**src/rtl/fetch_pkg.sv**
```systemverilog
// Shared types and constants for the instruction fetch stage.
package fetch_pkg;

  localparam int unsigned INSTR_BYTES   = 4;
  localparam int unsigned DEFAULT_WIDTH = 32;

  typedef enum logic [1:0] {
    RUN   = 2'd0,
    STALL = 2'd1,
    HALT  = 2'd2
  } fetch_state_t;

  typedef struct packed {
    logic [DEFAULT_WIDTH-1:0] pc;
    logic [DEFAULT_WIDTH-1:0] instr;
  } fetch_entry_t;

endpackage

```
**src/rtl/fetch_fifo.sv**
```systemverilog
// Two-entry FIFO holding fetched {pc, instr} pairs; flush empties it in one cycle.
module fetch_fifo
  import fetch_pkg::*;
#(
  parameter int unsigned WIDTH = $bits(fetch_entry_t)
) (
  input  logic             clk,
  input  logic             rst,
  input  logic             flush,
  input  logic             push,
  input  logic             pop,
  input  logic [WIDTH-1:0] push_data,
  output logic [WIDTH-1:0] head,
  output logic [1:0]       count
);

  logic [WIDTH-1:0] mem [2];
  logic             wr_ptr;
  logic             rd_ptr;
  logic             do_pop;
  logic             do_push;

  assign do_pop  = pop && (count != 2'd0);
  assign do_push = push && ((count != 2'd2) || do_pop);
  assign head    = mem[rd_ptr];

  // When full, a simultaneous push overwrites the slot being popped, which is safe.
  always_ff @(posedge clk or posedge rst) begin
    if (rst) begin
      for (int unsigned i = 0; i < 2; i++) mem[i] <= '0;
      wr_ptr <= 1'b0;
      rd_ptr <= 1'b0;
      count  <= 2'd0;
    end else if (flush) begin
      wr_ptr <= 1'b0;
      rd_ptr <= 1'b0;
      count  <= 2'd0;
    end else begin
      if (do_push) begin
        mem[wr_ptr] <= push_data;
        wr_ptr      <= ~wr_ptr;
      end
      if (do_pop) rd_ptr <= ~rd_ptr;
      case ({do_push, do_pop})
        2'b10:   count <= count + 2'd1;
        2'b01:   count <= count - 2'd1;
        default: count <= count;
      endcase
    end
  end

endmodule

```
**src/rtl/instruction_fetch.sv**
```systemverilog
// Instruction fetch stage: sequential PC with redirect, buffered into a 2-entry FIFO toward decode.
module instruction_fetch
  import fetch_pkg::*;
#(
  parameter int unsigned          BIT_WIDTH   = 32,
  parameter int unsigned          ENTRY_COUNT = 32,
  parameter logic [BIT_WIDTH-1:0] RESET_PC    = '0
) (
  input  logic                 clk,
  input  logic                 rst,
  output logic [BIT_WIDTH-1:0] read_address,
  input  logic [BIT_WIDTH-1:0] read_data,
  input  logic                 redirect_valid,
  input  logic [BIT_WIDTH-1:0] redirect_target,
  output logic                 out_valid,
  input  logic                 out_ready,
  output logic [BIT_WIDTH-1:0] out_instr,
  output logic [BIT_WIDTH-1:0] out_pc,
  output logic                 halted
);

  typedef struct packed {
    logic [BIT_WIDTH-1:0] pc;
    logic [BIT_WIDTH-1:0] instr;
  } entry_t;

  localparam logic [BIT_WIDTH-1:0] FETCH_LIMIT = BIT_WIDTH'(ENTRY_COUNT * INSTR_BYTES);
  localparam fetch_state_t         RESET_STATE = (RESET_PC >= FETCH_LIMIT) ? HALT : RUN;

  fetch_state_t         state;
  fetch_state_t         state_next;
  logic [BIT_WIDTH-1:0] pc;
  logic [BIT_WIDTH-1:0] pc_next;
  logic [BIT_WIDTH-1:0] pc_plus;
  logic [BIT_WIDTH-1:0] target;
  logic [1:0]           count;
  logic                 raw_pop;
  logic                 can_push;
  logic                 push;
  logic                 pop;
  logic                 flush;
  entry_t               push_entry;
  entry_t               head;

  assign pc_plus    = pc + BIT_WIDTH'(INSTR_BYTES);
  assign target     = {redirect_target[BIT_WIDTH-1:2], 2'b00};
  assign raw_pop    = out_valid && out_ready;
  assign can_push   = (count != 2'd2) || raw_pop;
  assign push_entry = '{pc: pc, instr: read_data};

  always_ff @(posedge clk or posedge rst) begin
    if (rst) begin
      state <= RESET_STATE;
      pc    <= RESET_PC;
    end else begin
      state <= state_next;
      pc    <= pc_next;
    end
  end

  always_comb begin
    state_next = state;
    pc_next    = pc;
    if (redirect_valid) begin
      state_next = (target >= FETCH_LIMIT) ? HALT : RUN;
      pc_next    = target;
    end else begin
      case (state)
        RUN: begin
          if (pc >= FETCH_LIMIT) begin
            state_next = HALT;
          end else if (!can_push) begin
            state_next = STALL;
          end else begin
            pc_next = pc_plus;
            if (pc_plus == FETCH_LIMIT) state_next = HALT;
          end
        end
        STALL:   if (raw_pop) state_next = RUN;
        HALT:    state_next = HALT;
        default: state_next = RUN;
      endcase
    end
  end

  // Redirect overrides everything: the FIFO flushes and neither push nor pop happens.
  always_comb begin
    flush  = redirect_valid;
    push   = !redirect_valid && (state == RUN) && can_push && (pc < FETCH_LIMIT);
    pop    = !redirect_valid && raw_pop;
    halted = (state == HALT);
  end

  fetch_fifo #(
    .WIDTH($bits(entry_t))
  ) u_fifo (
    .clk       (clk),
    .rst       (rst),
    .flush     (flush),
    .push      (push),
    .pop       (pop),
    .push_data (push_entry),
    .head      (head),
    .count     (count)
  );

  assign read_address = pc;
  assign out_valid    = (count != 2'd0);
  assign out_instr    = head.instr;
  assign out_pc       = head.pc;

endmodule

```
**config.mk**
```make
export PLATFORM = sky130hd
export DESIGN_NAME = instruction_fetch
export DESIGN_NICKNAME = d
export VERILOG_FILES = /design/src/rtl/fetch_pkg.sv /design/src/rtl/fetch_fifo.sv /design/src/rtl/instruction_fetch.sv
export SDC_FILE = /design/constraint.sdc
export NUM_CORES = 1
export LEC_CHECK = 0
export ABC_CLOCK_PERIOD_IN_PS = 12160
export BUFFER_PORTS_ARGS = -buffer_cell sky130_fd_sc_hd__buf_2
export CORE_ASPECT_RATIO = 0.9
export CORE_MARGIN = 2
export CORE_UTILIZATION = 30
export DETAILED_ROUTE_END_ITERATION = 12
export SLEW_MARGIN = 30
export SYNTH_ARGS = -nofsm -noshare
export SYNTH_HDL_FRONTEND = slang
export SYNTH_SLANG_ARGS = --single-unit
```
**constraint.sdc**
```tcl
create_clock -name clk -period 12.16 [get_ports clk]
set_clock_uncertainty 0.05 [all_clocks]
set_input_delay 0.608 -clock clk [delete_from_list [all_inputs] [get_ports clk]]
set_output_delay 0.608 -clock clk [all_outputs]
set_load 0.03 [all_outputs]
```
==> out/metrics.yaml <==
status:
  status: "finished clean"
setup_path:
  critical-path-top-delay-family: "simple AND/OR/NAND/NOR gates"
  crit_chain: "nor4_1, nand4_1, nor4_2, nor3b_4, buf_4, mux2_1"
  cp_slowest_cell: "nor4_2"
  cp.arrival_ns: 3.38
  cp-end-kind: "flip-flop"
  crit-reg2reg-capture: "u_fifo.mem[86]$_DFFE_PP0P_"
  crit_path_start_kind: "flip-flop"
  max_stage_delay_ns: 0.70
  worst_ep_required_time_ns: 12.40
  r2r-start: "read_address[10]$_DFFE_PP0P_"
  r2r_slack_ns: 9.03
  worst-path-max-fanout: 38
  rr_worst_depth: 6
  crit_buf_inv: 1
  path_class: "reg -> reg"
pwr:
  p_leak_nw: 4.43
  irDropWorstVdd_mv: 0.0643
  powerDensity_mw_per_mm2: 136
  total_power_w: 0.00122
floorplan:
  io_pins: 166
  initial_core_util_pct: 30.3
  chipHeight_um: 152
  design.core.area_mm2: 0.0241
  die_x_um: 168
  design.die.area_mm2: 0.0256
  row_count: 54
final_layout:
  antenna_cells: 0
  drive_gt1_share_pct: 44.1
  nets: 799
  syn_to_final_growth_pct: 23.0
synth:
  synth-seq-cells: 160
  yosysSeqAreaShare_pct: 54.9
  ys.flop_type: "dfrtp_1"
  yosys_warnings: 0
  synth-async-reset-ratio_pct: 100
  syn_inst: 574
  avgSynthCellArea_um2: 12.7
  synth_edf_count: 0
  synth_cell_types: 43
  syn_area_mm2: 0.00729
cts:
  cts_hold_buf: 0
  ctsRootBufferMaster: "clkbuf_16"
  cts_tree: "yes"
  ctsResizeCount: 0
  clock_latency_ns: 0.42
  cts_buffers: 17
  postCtsSetupRepairBufs: 0
  cts.sinks: 160
  ctsLongestPathBuffers: 2
  cts-htree-levels: 4
  clkSlewWorstSetupHoldPaths_ns: 0.07
drt:
  post-route-drc-count: 0
  route.met3.wl_um: 910
  avgRoutedWirePerCell_um: 15.7
  drt_iter0_markers: 270
  antenna_left: 0
  wl_met2_um: 7410
  vias: 4964
  dr.pass1.iters: 4
  met1_length_um: 8040
  wl_um: 16500
  topRoutingLayerUsed: "met5"
  avgViaCountPerCell: 4.73
timing:
  rsz0062_at_grt: "no"
  max_freq_mhz: 319
  setup_viol: 0
  hold_violations: 0
  fin_crit_sh_pct: 25.8
  worstMarginPinSlew_ns: 0.818
  fin_crit_ns: 3.13
  slew_viol_final: 0
  slew_headroom_pct: 45.5
  setup_ws_ns: 9.03
  tns_ns: 0
place:
  numPortBuffers: 159
  place.gp.congestion: 0.806
  pre_cts_ws_ns: 8.97
  post-dp-hpwl_um: 10600
global_routing:
  track_usage_pct: 13.3
  grt_max_degree: 98
  grt_pass1_wl_um: 27200
  overflow: 0
  grt_pass1_vias: 5135
  antenna_found_initial: 1
hold_path:
  hp-class: "in -> async"
run:
  maxCapViolCount: 0
==> layer usage <==
metal / up-vias / global-route usage [%]
met4: 2 / 3.33
li1: 2352 / -
met2: 130 / 20.9
met5: - / 0
met1: 2466 / 17.8
met3: 14 / 4.22
==> registers in the layout, summed over array words and instances (netlist names) <==
signal	flops
u_fifo.count	2
u_fifo.mem	124
u_fifo.rd_ptr	1
state	2
u_fifo.wr_ptr	1
read_address	30
==> cells in the mapped netlist (2+ instances only) <==
cell type  number  area share [%]
nand3b_1        2            0.21
and2_1         27             2.3
nor2b_1        28             2.4
nor3_1         13            0.89
o41ai_1         3            0.36
xnor2_1         8            0.96
ha_1            3            0.51
and3_1          2            0.17
nand3_1         8            0.55
or2_2           4            0.34
or4_1           2            0.21
xor2_1          5            0.60
mux2i_1         4            0.55
nor4_1         14             1.2
or3_1           2            0.17
mux2_1         35             5.4
a31oi_1         5            0.43
o21ai_0        15             1.0
nand2b_1        3            0.26
a21oi_1         5            0.34
nand4_1        13             1.1
mux2_2        121              19
inv_1           7            0.36
dfrtp_1       160              55
buf_4           8            0.82
buf_2           7            0.48
nand2_1        22             1.1
clkbuf_1       19            0.98
nor2_1         15            0.77
==> cell usage in the layout, fill, tap and decap left out, types with 2 or more instances in the layout <==
cell type | Yosys | layout
mux2i_1 | 4 | 4
nand2_1 | 22 | 22
ha_1 | 3 | 3
mux2_2 | 121 | 121
o41ai_1 | 3 | 3
conb_1 | 1 | 4
nor2b_1 | 28 | 28
or3_1 | 2 | 2
nor3_1 | 13 | 13
or4_1 | 2 | 2
inv_6 | 0 | 4
and2_1 | 27 | 27
nor2_1 | 15 | 15
nand4_1 | 13 | 13
buf_4 | 8 | 7
clkbuf_16 | 0 | 17
or2_2 | 4 | 4
nor4_1 | 14 | 14
and3_1 | 2 | 2
dfrtp_1 | 160 | 159
a21oi_1 | 5 | 5
nand3b_1 | 2 | 2
nand2b_1 | 3 | 3
clkinv_8 | 0 | 2
buf_2 | 7 | 159
a31oi_1 | 5 | 5
nand3_1 | 8 | 8
o21ai_0 | 15 | 15
clkinv_4 | 0 | 5
inv_1 | 7 | 6
xor2_1 | 5 | 5
mux2_1 | 35 | 35
xnor2_1 | 8 | 8
==> worst max path at each step <==
| stage | from | endpoint | cells past startpoint |
|---|---|---|---|
| after floorplan | rst | read_address[10]$_DFFE_PP0P_ | 1 |
| after global placement | read_address[10]$_DFFE_PP0P_ | u_fifo.mem[101]$_DFFE_PP0P_ | 6 |
| after detailed placement | read_address[11]$_DFFE_PP0P_ | u_fifo.mem[101]$_DFFE_PP0P_ | 6 |
| after CTS | read_address[11]$_DFFE_PP0P_ | u_fifo.mem[86]$_DFFE_PP0P_ | 6 |
| after global routing | read_address[11]$_DFFE_PP0P_ | u_fifo.mem[81]$_DFFE_PP0P_ | 6 |
| final | read_address[10]$_DFFE_PP0P_ | u_fifo.mem[86]$_DFFE_PP0P_ | 6 |
==> worst reg2reg max path: cells and delay by family (launching register included) <==
family,cells,cell delay (ns)
muxes,1,0.40
and+or+nand+nor,4,1.59
DFF,1,0.47
buffers and inverters,1,0.50
==> metrics by stage <==
stage	hold WS [ns]	cells	cell area [µm²]	util (%)
floorplan	0.394	577	7300	-
global placement	0.408	1017	8370	34.8
detailed placement	0.416	1017	8370	34.8
CTS	0.318	1049	8970	37.3
global route	0.281	1049	8970	37.3
finish	0.239	1049	8970	37.3
==> power breakdown <==
part	switching (W)	leakage, nW	internal, W
Sequential	0.0000230	2.13	0.000547
Clock	0.000239	0.285	0.000295
Combinational	0.0000732	2.02	0.0000422
==> cells by family (layout without fill, tap and decap cells) <==
logic type                 Yosys count  after routing  synth area share (%)
buffers and inverters               41            205                  2.64
and+or+nand+nor                    160            160                  12.5
DFF                                160            160                  54.9
xor gates and xnor gates            13             13                  1.56
muxes                              160            160                  24.6
AOI/OAI and AO/OA                   36             36                  3.12
other                                1              4                0.0514
adders and majority gates            3              3                 0.515
==> layout make-up <==
cell class / count / area, µm²
fill: 2370 / 15100
sequential: 160 / 4010
multi-input combinational: 376 / 3100
timing repair buffer: 166 / 848
clock buffer: 19 / 443
tap: 308 / 385
clock inverter: 13 / 149
inverter: 7 / 33.8
Note: power is estimated with default switching activity, not from simulation.
